===== src/rtl/adder_arbiter_pkg.sv =====
// Shared encodings for the adder arbiter: op modes, saturation limits, requester indices.
package adder_arbiter_pkg;
  localparam logic        MODE_ADD = 1'b0;
  localparam logic        MODE_SUB = 1'b1;
  localparam logic [15:0] SAT_POS  = 16'h7FFF;
  localparam logic [15:0] SAT_NEG  = 16'h8000;
  localparam logic        SRC_EX   = 1'b0;
  localparam logic        SRC_AUX  = 1'b1;
endpackage


===== src/rtl/sat_addsub.sv =====
// Combinational saturating add/subtract with N/Z/V flags; zero latency, no handshake.
module sat_addsub
  import adder_arbiter_pkg::*;
#(
  parameter int WIDTH = 16
) (
  input  logic             mode,
  input  logic [WIDTH-1:0] a,
  input  logic [WIDTH-1:0] b,
  output logic [WIDTH-1:0] sum,
  output logic             n,
  output logic             z,
  output logic             v
);
  localparam logic [WIDTH-1:0] LP_POS = {1'b0, {(WIDTH-1){1'b1}}};
  localparam logic [WIDTH-1:0] LP_NEG = {1'b1, {(WIDTH-1){1'b0}}};

  logic [WIDTH-1:0] w_bop;
  logic [WIDTH-1:0] w_cin;
  logic [WIDTH-1:0] w_raw;

  // Subtraction as A + ~B + 1 so one adder and one overflow rule cover both ops.
  assign w_bop = (mode == MODE_SUB) ? ~b : b;
  assign w_cin = {{(WIDTH-1){1'b0}}, (mode == MODE_SUB)};
  assign w_raw = a + w_bop + w_cin;

  assign v   = (a[WIDTH-1] == w_bop[WIDTH-1]) && (w_raw[WIDTH-1] != a[WIDTH-1]);
  assign sum = v ? (a[WIDTH-1] ? LP_NEG : LP_POS) : w_raw;
  assign n   = sum[WIDTH-1];
  assign z   = (sum == '0);
endmodule


===== src/rtl/adder_arbiter.sv =====
// Round-robin share of one saturating add/sub between two requesters; result registered, 1-cycle latency.
// Grants only while the output register is empty or draining, so out_ready=0 stalls both requesters.
module adder_arbiter
  import adder_arbiter_pkg::*;
#(
  parameter int WIDTH = 16,
  parameter int TAGW  = 2
) (
  input  logic             clk,
  input  logic             rst_n,
  input  logic             req0,
  input  logic             mode0,
  input  logic [WIDTH-1:0] a0,
  input  logic [WIDTH-1:0] b0,
  input  logic [TAGW-1:0]  tag0,
  output logic             gnt0,
  input  logic             req1,
  input  logic             mode1,
  input  logic [WIDTH-1:0] a1,
  input  logic [WIDTH-1:0] b1,
  input  logic [TAGW-1:0]  tag1,
  output logic             gnt1,
  output logic             out_valid,
  input  logic             out_ready,
  output logic             out_src,
  output logic [TAGW-1:0]  out_tag,
  output logic [WIDTH-1:0] out_sum,
  output logic             out_n,
  output logic             out_z,
  output logic             out_v
);
  logic             r_ptr;
  logic             r_valid;
  logic             r_src;
  logic [TAGW-1:0]  r_tag;
  logic [WIDTH-1:0] r_sum;
  logic             r_n;
  logic             r_z;
  logic             r_v;

  logic             w_can_accept;
  logic             w_gnt0;
  logic             w_gnt1;
  logic             w_gnt;
  logic             w_src;
  logic             w_mode;
  logic [WIDTH-1:0] w_a;
  logic [WIDTH-1:0] w_b;
  logic [TAGW-1:0]  w_tag;
  logic [WIDTH-1:0] w_sum;
  logic             w_n;
  logic             w_z;
  logic             w_v;

  assign w_can_accept = !r_valid || out_ready;

  // Pointer only matters under contention; a lone requester always wins.
  assign w_gnt0 = rst_n && w_can_accept && req0 && (!req1 || (r_ptr == SRC_EX));
  assign w_gnt1 = rst_n && w_can_accept && req1 && (!req0 || (r_ptr == SRC_AUX));
  assign w_gnt  = w_gnt0 || w_gnt1;
  assign w_src  = w_gnt1 ? SRC_AUX : SRC_EX;

  assign w_mode = w_gnt1 ? mode1 : mode0;
  assign w_a    = w_gnt1 ? a1    : a0;
  assign w_b    = w_gnt1 ? b1    : b0;
  assign w_tag  = w_gnt1 ? tag1  : tag0;

  sat_addsub #(.WIDTH(WIDTH)) u_sat_addsub (
    .mode (w_mode),
    .a    (w_a),
    .b    (w_b),
    .sum  (w_sum),
    .n    (w_n),
    .z    (w_z),
    .v    (w_v)
  );

  always_ff @(posedge clk or negedge rst_n) begin
    if (!rst_n) begin
      r_ptr   <= SRC_EX;
      r_valid <= 1'b0;
      r_src   <= 1'b0;
      r_tag   <= '0;
      r_sum   <= '0;
      r_n     <= 1'b0;
      r_z     <= 1'b0;
      r_v     <= 1'b0;
    end else if (w_gnt) begin
      r_ptr   <= ~w_src;
      r_valid <= 1'b1;
      r_src   <= w_src;
      r_tag   <= w_tag;
      r_sum   <= w_sum;
      r_n     <= w_n;
      r_z     <= w_z;
      r_v     <= w_v;
    end else if (r_valid && out_ready) begin
      r_valid <= 1'b0;
    end
  end

  assign gnt0      = w_gnt0;
  assign gnt1      = w_gnt1;
  assign out_valid = r_valid;
  assign out_src   = r_src;
  assign out_tag   = r_tag;
  assign out_sum   = r_sum;
  assign out_n     = r_n;
  assign out_z     = r_z;
  assign out_v     = r_v;
endmodule


===== config.mk =====
export PLATFORM = sky130hd
export DESIGN_NAME = adder_arbiter
export DESIGN_NICKNAME = d
export VERILOG_FILES = /design/src/rtl/adder_arbiter_pkg.sv /design/src/rtl/sat_addsub.sv /design/src/rtl/adder_arbiter.sv
export SDC_FILE = /design/constraint.sdc
export NUM_CORES = 1
export LEC_CHECK = 0
export CAP_MARGIN = 20
export CORE_ASPECT_RATIO = 2
export CORE_MARGIN = 1
export CORE_UTILIZATION = 47
export DETAILED_ROUTE_END_ITERATION = 16
export PLACE_DENSITY = 0.87
export SYNTH_ARGS = -nofsm -noshare
export SYNTH_HDL_FRONTEND = slang
export SYNTH_SLANG_ARGS = --single-unit

===== constraint.sdc =====
create_clock -name clk -period 7.24 [get_ports clk]
set_input_delay 0.724 -clock clk [delete_from_list [all_inputs] [get_ports clk]]
set_output_delay 0.724 -clock clk [all_outputs]
set_load 0.1 [all_outputs]

* Yosys cells after proc, flatten, opt, wreduce, memory -nomap -nowiden
Cells that the tools add are included.
** Cells by class
- $add $sub $neg :: 2
- Mux-type cells :: 10
- Bitwise operators :: 3
- Eq/ne operators :: 2
- Reduce and logical (&&, ||, !) cells :: 16
** Operators by type and width (count)
- $mux W16 :: 5
- $add A16 B1 Y16 :: 1
- $add A16 B16 Y16 :: 1
- $logic_not A16 Y1 :: 1
- $not A16 Y16 :: 1
- $logic_and A1 B1 Y1 :: 7
- $logic_or A1 B1 Y1 :: 4
- $mux W1 :: 4
- $logic_not A1 Y1 :: 3
- $mux W2 :: 1
- $not A1 Y1 :: 2
- $reduce_bool A2 Y1 :: 1
- $eq A1 B1 Y1 :: 1
- $ne A1 B1 Y1 :: 1
** Word-level totals
- Flip-flop bits (word level) :: 24
- Output and inout port bits :: 25
- Logic and storage cells :: 41
- Bits of input ports :: 75

* Longest topological paths before layout
- Word-level depth :: 14
- Mapped depth :: 18
- Depth with buffers taken out :: 15

* By module
Synthesis repeated with hierarchy kept, for this count alone.
** Unflattened totals
- Cell total of the unflattened synthesis :: 270
- Area total of the unflattened synthesis :: 2740.1 um^2
** By module, submodules not included
- adder_arbiter :: seq. area each 600.6 um^2, area each 1507.7 um^2, cells an instance 108, instances 1
- sat_addsub :: seq. area each 0.0 um^2, area each 1232.4 um^2, cells an instance 162, instances 1

* Least setup slack after synthesis
OpenSTA, ideal clock, no wires.
- Path type :: register to register
- Start point :: reg r_valid, in the netlist out_valid
- End point :: reg r_z, in the netlist out_z
- Setup time :: 0.066 ns
- Cell stages (with the launch flop) :: 18
- Data required time :: 7.174 ns
- Arrival time :: 4.708 ns
- Setup slack :: 2.466 ns
- Clock period less this slack :: 4.774 ns
- Buffers on the path :: 3
- Path through :: dfrtp_1 nand2b_1 o2111ai_1 buf_4 clkinv_1 clkbuf_1 nand2_1 nand2_1 ha_1 clkbuf_1 o21a_1 nor2_1 xnor2_1 or4_1 a211oi_1 or4b_1 o31ai_1 a41o_1
** Between the ends
- Cells in the longest elaborated chain, start to end :: 14
- Elaborated cells on any way between the ends :: 21
- Classes of those cells :: 2 x add/sub; 2 x eq/ne; 6 x mux; 1 x bitwise; 10 x reduce/logical
** Ends and longest elaborated chain
- start, declared :: RTL line adder_arbiter.sv:33 : logic r_valid;
- start signal, assigned :: RTL line adder_arbiter.sv:81 : r_valid <= 1'b0;
- start signal, assigned :: RTL line adder_arbiter.sv:90 : r_valid <= 1'b1;
- start signal, assigned :: RTL line adder_arbiter.sv:98 : r_valid <= 1'b0;
- $logic_not A1 Y1 * :: RTL line adder_arbiter.sv:55 : assign w_can_accept = !r_valid || out_ready;
- $logic_or A1 B1 Y1 * :: RTL line adder_arbiter.sv:55
- $logic_and A1 B1 Y1 * (3 in series) :: RTL line adder_arbiter.sv:59 : assign w_gnt1 = rst_n && w_can_accept && req1 && (!req0 || (r_ptr == SRC_AUX));
- named net gnt1 :: RTL line adder_arbiter.sv:22 : output logic gnt1,
- $mux W16 :: RTL line adder_arbiter.sv:65 : assign w_b = w_gnt1 ? b1 : b0;
- $not A16 Y16 :: RTL line sat_addsub.sv:23 : assign w_bop = (mode == MODE_SUB) ? ~b : b;
- $mux W16 :: RTL line sat_addsub.sv:23
- $add A16 B16 Y16 :: RTL line sat_addsub.sv:25 : assign w_raw = a + w_bop + w_cin;
- $add A16 B1 Y16 :: RTL line sat_addsub.sv:25
- $ne A1 B1 Y1 :: RTL line sat_addsub.sv:27 : assign v = (a[WIDTH-1] == w_bop[WIDTH-1]) && (w_raw[WIDTH-1] != a[WIDTH-1]);
- $logic_and A1 B1 Y1 :: RTL line sat_addsub.sv:27
- $mux W16 :: RTL line sat_addsub.sv:28 : assign sum = v ? (a[WIDTH-1] ? LP_NEG : LP_POS) : w_raw;
- $logic_not A16 Y1 :: RTL line sat_addsub.sv:30 : assign z = (sum == '0);
- end signal, assigned :: RTL line adder_arbiter.sv:95 : r_z <= w_z;
- end, declared :: RTL line adder_arbiter.sv:38 : logic r_z;
The timed path passes the listed nets; every way through them passes the cells marked *.
A chain may end at the register's enable or synchronous reset.

* Final worst setup path
- Start point :: in rst_n
- End point :: reg r_sum[7], in the netlist out_sum[7]
** Between the ends
- Cells in the longest elaborated chain, start to end :: 11
- Elaborated cells on any way between the ends :: 18
- Classes of those cells :: 2 x add/sub; 2 x eq/ne; 6 x mux; 1 x bitwise; 7 x reduce/logical
** Ends and longest elaborated chain
- start, declared :: RTL line adder_arbiter.sv:10 : input logic rst_n,
- $logic_and A1 B1 Y1 * :: RTL line adder_arbiter.sv:58, adder_arbiter.sv:59
- $logic_and A1 B1 Y1 (2 in series) :: RTL line adder_arbiter.sv:59
- $mux W16 :: RTL line adder_arbiter.sv:65
- $not A16 Y16 :: RTL line sat_addsub.sv:23
- $mux W16 :: RTL line sat_addsub.sv:23
- $add A16 B16 Y16 :: RTL line sat_addsub.sv:25
- $add A16 B1 Y16 :: RTL line sat_addsub.sv:25
- $ne A1 B1 Y1 :: RTL line sat_addsub.sv:27
- $logic_and A1 B1 Y1 :: RTL line sat_addsub.sv:27
- $mux W16 :: RTL line sat_addsub.sv:28
- end signal, assigned :: RTL line adder_arbiter.sv:93 : r_sum <= w_sum;
- end, declared :: RTL line adder_arbiter.sv:36 : logic [WIDTH-1:0] r_sum;
Every way passes the cells marked *; elsewhere a longest branch is shown, timed or not.

==> out/results.txt <==
The sort of element at the start of the critical path is an input pin. The maximum vdd drop was 384 uV; the post-CTS resize count was 0. For this run, the number of Yosys warnings is 0. The net count of the finished layout is 506. The via count of the first global-routing pass was 2728; the ratio of cells with drive above 1 in the final layout was 4.10%.

The initial antenna violation count was 0; the worst slew margin relative to its limit was 32.9%. Capturing point of the worst reg2reg path: out_sum[7]$_DFFE_PN0P_. Setup violations remaining at the end of the flow were counted as 0. The number of buffers added to fix hold violations after cts is 0, and the number of max-slew violations in the final report is 0. Along the worst hold path, the cell count comes to 2.

The logs give 183 MHz for the maximum frequency from static timing analysis and 324 for the synthesized netlist cell count. Entering global routing, the biggest net connects 45 pins. Clock-pin slew was measured on the worst setup and hold paths at 0.08 ns. The post-route non-filler standard cell count was 472.

The per-instance average area after synthesis is 7.52 sq um, and the total core area is 0.00491 sq mm. For the worst flop-to-flop path, the logic depth is 14. The min-delay analysis places its worst path in the category flop to flop. The startpoint-to-endpoint class of the critical path was input pin to flop. For this design the ratio of total power to cell area is 364 mW/mm^2. The x dimension of the die is 52.9 um, and the leakage power summed over all cells is 0.00163 uW. The worst register-to-register path has a setup slack of 2.39 ns. Setup repair after global routing left no endpoint under its margin. In the final routed layout, each cell accounts on average for 15.1 um. In the global route stage, overall resource usage came out at 28.1%. Setup slack of the critical path after layout: 1.78 ns. STA classifies the critical path endpoint as a flop. The library cell used most frequently in the layout, excluding fill and tap cells, is sky130_fd_sc_hd__clkdlybuf4s50_1. The share of synthesized area occupied by flip-flops and latches came out at 23.6%. The tools report the terminating pin of the worst hold path as out_src$_DFFE_PN0P_. The run gives 1 as the number of H-tree branching levels. Relative to the synthesized area, the layout overhead comes to 44.7%. Buffers placed on the I/O ports in this run total 99. The tools report the final worst clock skew as 0.00570 ns. For this block, the initial DRC count from the detailed router was 79. In the synthesized netlist the dominant register cell turns out to be sky130_fd_sc_hd__dfrtp_1. The total I/O pin count is 100, and the count of buffers added by post-CTS timing repair for setup is 0. When the netlist entered floorplanning its net count stood at 414. In the layout the commonest cells are sky130_fd_sc_hd__clkdlybuf4s50_1 (99), sky130_fd_sc_hd__nand2_1 (64), sky130_fd_sc_hd__nor2_1 (28).

The die is 104 um tall. The sum of overflow across all layers after global routing is 0, and the final sum of negative setup slack is 0 ns. Via density per instance: 5.75. TritonCTS built the clock tree. For this run, asynchronously set or reset flops after synthesis account for 100%. On the final layout, the worst hold slack is 0.516 ns. The routed design has 7140 um of wire. Number of flops mapped to enable cells by yosys: 0.

The first global-routing pass estimated 11800 um of wire. The pre-antenna-repair detailed-routing pass consisted of 4 iterations. The flow ran to the end, and the final reports show no timing, DRC or antenna violations. The worst-margin pin slew was 1.00 ns; the total power after layout was 1280 uW.

After detailed placement, the design holds a cell count of 468. Of all nets on the critical path, the largest fanout is 44. Max-cap violations in this run came to 0. The logs give 0 for the total inserted antenna cells and 36 for the number of rows in the core area. The mapped netlist covers 0.00244 sq mm. The sequential cell area is 576 sq um. Once the floorplan was initialized, standard cells occupied 49.6% of the core. The data arrival time of the critical path was 5.66 ns. The die area is 0.00549 sq mm, and the final antenna-violating net count is 0.

Source-to-sink clock delay at the later pin of the worst-skew pair: 0.28 ns. The detailed router placed 2714 vias in this run. For the buffer depth of the longest clock path, the log shows 2.

The tools report the total of fill cells in the finished design as 390. The startpoint identified for the worst hold timing path is out_src$_DFFE_PN0P_. Detailed placement finished with a half-perimeter wire length of 5850 um.

Summing all multi-input logic gate instances after layout gives 0.00178 sq mm. The number of clock buffers inserted by TritonCTS was 3. The origin of the critical flop-to-flop path was r_ptr$_DFFE_PN0P_. In the routed design, unresolved DRC markers number 0.

Cell at the root of the clock tree: sky130_fd_sc_hd__clkbuf_8. The flop and latch count out of synthesis is 23, and the number of sinks driven by the clock tree is 23. After synthesis, the netlist uses 48 different library cells. In the finished design, the share of the clock period the worst path needs comes to 75.5%. The minimum setup slack after placement came out at 1.52 ns.

Critical path required time: 7.44 ns. The number of hold-slack violations in the final timing report was 0; the final critical-path required period was 5.46 ns. The tools report the routability-driven placement congestion ratio as 0.939.
cell families after synthesis:
logic type,share of synthesized area (%)
flip-flops,23.6
XOR/XNOR,8.27
AND/OR/NAND/NOR,23.2
adder cells (fa/ha/maj),8.42
AO/OA/AOI/OAI,21.6
multiplexers,10.5
buffers and inverters,4.31
worst max-delay path by stage:
| stage | from | to | slack [ns] | cells after the start |
|---|---|---|---|---|
| final | rst_n | out_sum[7]$_DFFE_PN0P_ | 1.78 | 16 |
| after global routing | rst_n | out_sum[7]$_DFFE_PN0P_ | 1.30 | 16 |
| after CTS | rst_n | out_sum[7]$_DFFE_PN0P_ | 1.79 | 16 |
| after detailed placement | rst_n | out_sum[7]$_DFFE_PN0P_ | 1.52 | 16 |
| after global placement | rst_n | out_sum[7]$_DFFE_PN0P_ | 1.65 | 16 |
| after floorplan | out_valid$_DFFE_PN0P_ | out_z$_DFFE_PN0P_ | 2.47 | 17 |
cell usage after synthesis (2+ instances only):
| cell type | number | area [sq um] |
|---|---|---|
| sky130_fd_sc_hd__dfrtp_1 | 23 | 576 |
| sky130_fd_sc_hd__nor2_1 | 28 | 105 |
| sky130_fd_sc_hd__inv_1 | 10 | 37.5 |
| sky130_fd_sc_hd__o311ai_0 | 2 | 17.5 |
| sky130_fd_sc_hd__nor2b_1 | 3 | 18.8 |
| sky130_fd_sc_hd__o21a_1 | 3 | 22.5 |
| sky130_fd_sc_hd__nand2_1 | 64 | 240 |
| sky130_fd_sc_hd__nor3_1 | 7 | 35.0 |
| sky130_fd_sc_hd__a21oi_1 | 26 | 130 |
| sky130_fd_sc_hd__or3_1 | 3 | 18.8 |
| sky130_fd_sc_hd__clkbuf_1 | 11 | 41.3 |
| sky130_fd_sc_hd__a211oi_1 | 3 | 22.5 |
| sky130_fd_sc_hd__o21ai_0 | 11 | 55.1 |
| sky130_fd_sc_hd__and2_1 | 2 | 12.5 |
| sky130_fd_sc_hd__a31oi_1 | 14 | 87.6 |
| sky130_fd_sc_hd__o31ai_1 | 5 | 37.5 |
| sky130_fd_sc_hd__or4_1 | 2 | 15.0 |
| sky130_fd_sc_hd__xnor2_1 | 6 | 52.6 |
| sky130_fd_sc_hd__o2111ai_1 | 2 | 17.5 |
| sky130_fd_sc_hd__nand4_1 | 2 | 12.5 |
| sky130_fd_sc_hd__nand3_1 | 8 | 40.0 |
| sky130_fd_sc_hd__mux2_2 | 5 | 56.3 |
| sky130_fd_sc_hd__ha_1 | 14 | 175 |
| sky130_fd_sc_hd__mux2i_1 | 20 | 200 |
| sky130_fd_sc_hd__xor2_1 | 17 | 149 |
| sky130_fd_sc_hd__nand2b_1 | 2 | 12.5 |
| sky130_fd_sc_hd__a21o_1 | 8 | 60.1 |
| sky130_fd_sc_hd__buf_1 | 2 | 7.51 |
| sky130_fd_sc_hd__buf_4 | 2 | 15.0 |
flip-flops by register name, indices dropped and copies added, names as in the netlist:
name	count
out_v	1
out_z	1
out_tag	2
out_valid	1
out_src	1
r_ptr	1
out_sum	16
through the flow:
step           utilization, %  cell area (sq um)
6_report                 71.8               3520
5_1_grt                  71.8               3520
4_1_cts                  71.8               3520
3_5_place_dp             70.8               3480
3_3_place_gp             70.8               3480
2_1_floorplan               -               2440
per-layer routing:
metal / track usage [%] / part of all wire [%] / vias up
met1: 26.1 / 33 / 1249
met2: 54.2 / 58 / 95
met5: 0 / 0 / -
li1: - / - / 1340
met4: 14.7 / 4.2 / 0
met3: 3.38 / 4.3 / 30
area by class of cell:
class	instances	share of cell area, %
Tap cell	57	2.02
Multi-Input combinational cell	275	50.4
Timing Repair Buffer	102	28.8
Inverter	11	1.17
Clock buffer	3	1.17
Sequential cell	23	16.3
Clock inverter	1	0.142
where the power goes:
part,internal [uW],switching [uW],leakage (uW)
combinational,286,701,0.00134
sequential,183,32.1,0.000260
clock,38.6,43.6,0.0000255
critical path: stages:
cell	delay (ns)
sky130_fd_sc_hd__clkdlybuf4s50_1	0.40
sky130_fd_sc_hd__buf_4	0.24
sky130_fd_sc_hd__o2111ai_4	0.15
sky130_fd_sc_hd__buf_4	0.49
sky130_fd_sc_hd__clkinv_1	0.58
sky130_fd_sc_hd__nand2_1	0.20
sky130_fd_sc_hd__nand2_1	0.07
sky130_fd_sc_hd__ha_1	0.34
sky130_fd_sc_hd__a21o_1	0.22
sky130_fd_sc_hd__a31oi_1	0.23
sky130_fd_sc_hd__o21ai_0	0.15
sky130_fd_sc_hd__o31ai_1	0.24
sky130_fd_sc_hd__o21ai_1	0.27
sky130_fd_sc_hd__a21oi_1	0.65
sky130_fd_sc_hd__or3b_2	0.50
sky130_fd_sc_hd__a31oi_1	0.17
(Power assumes the default switching activity.)
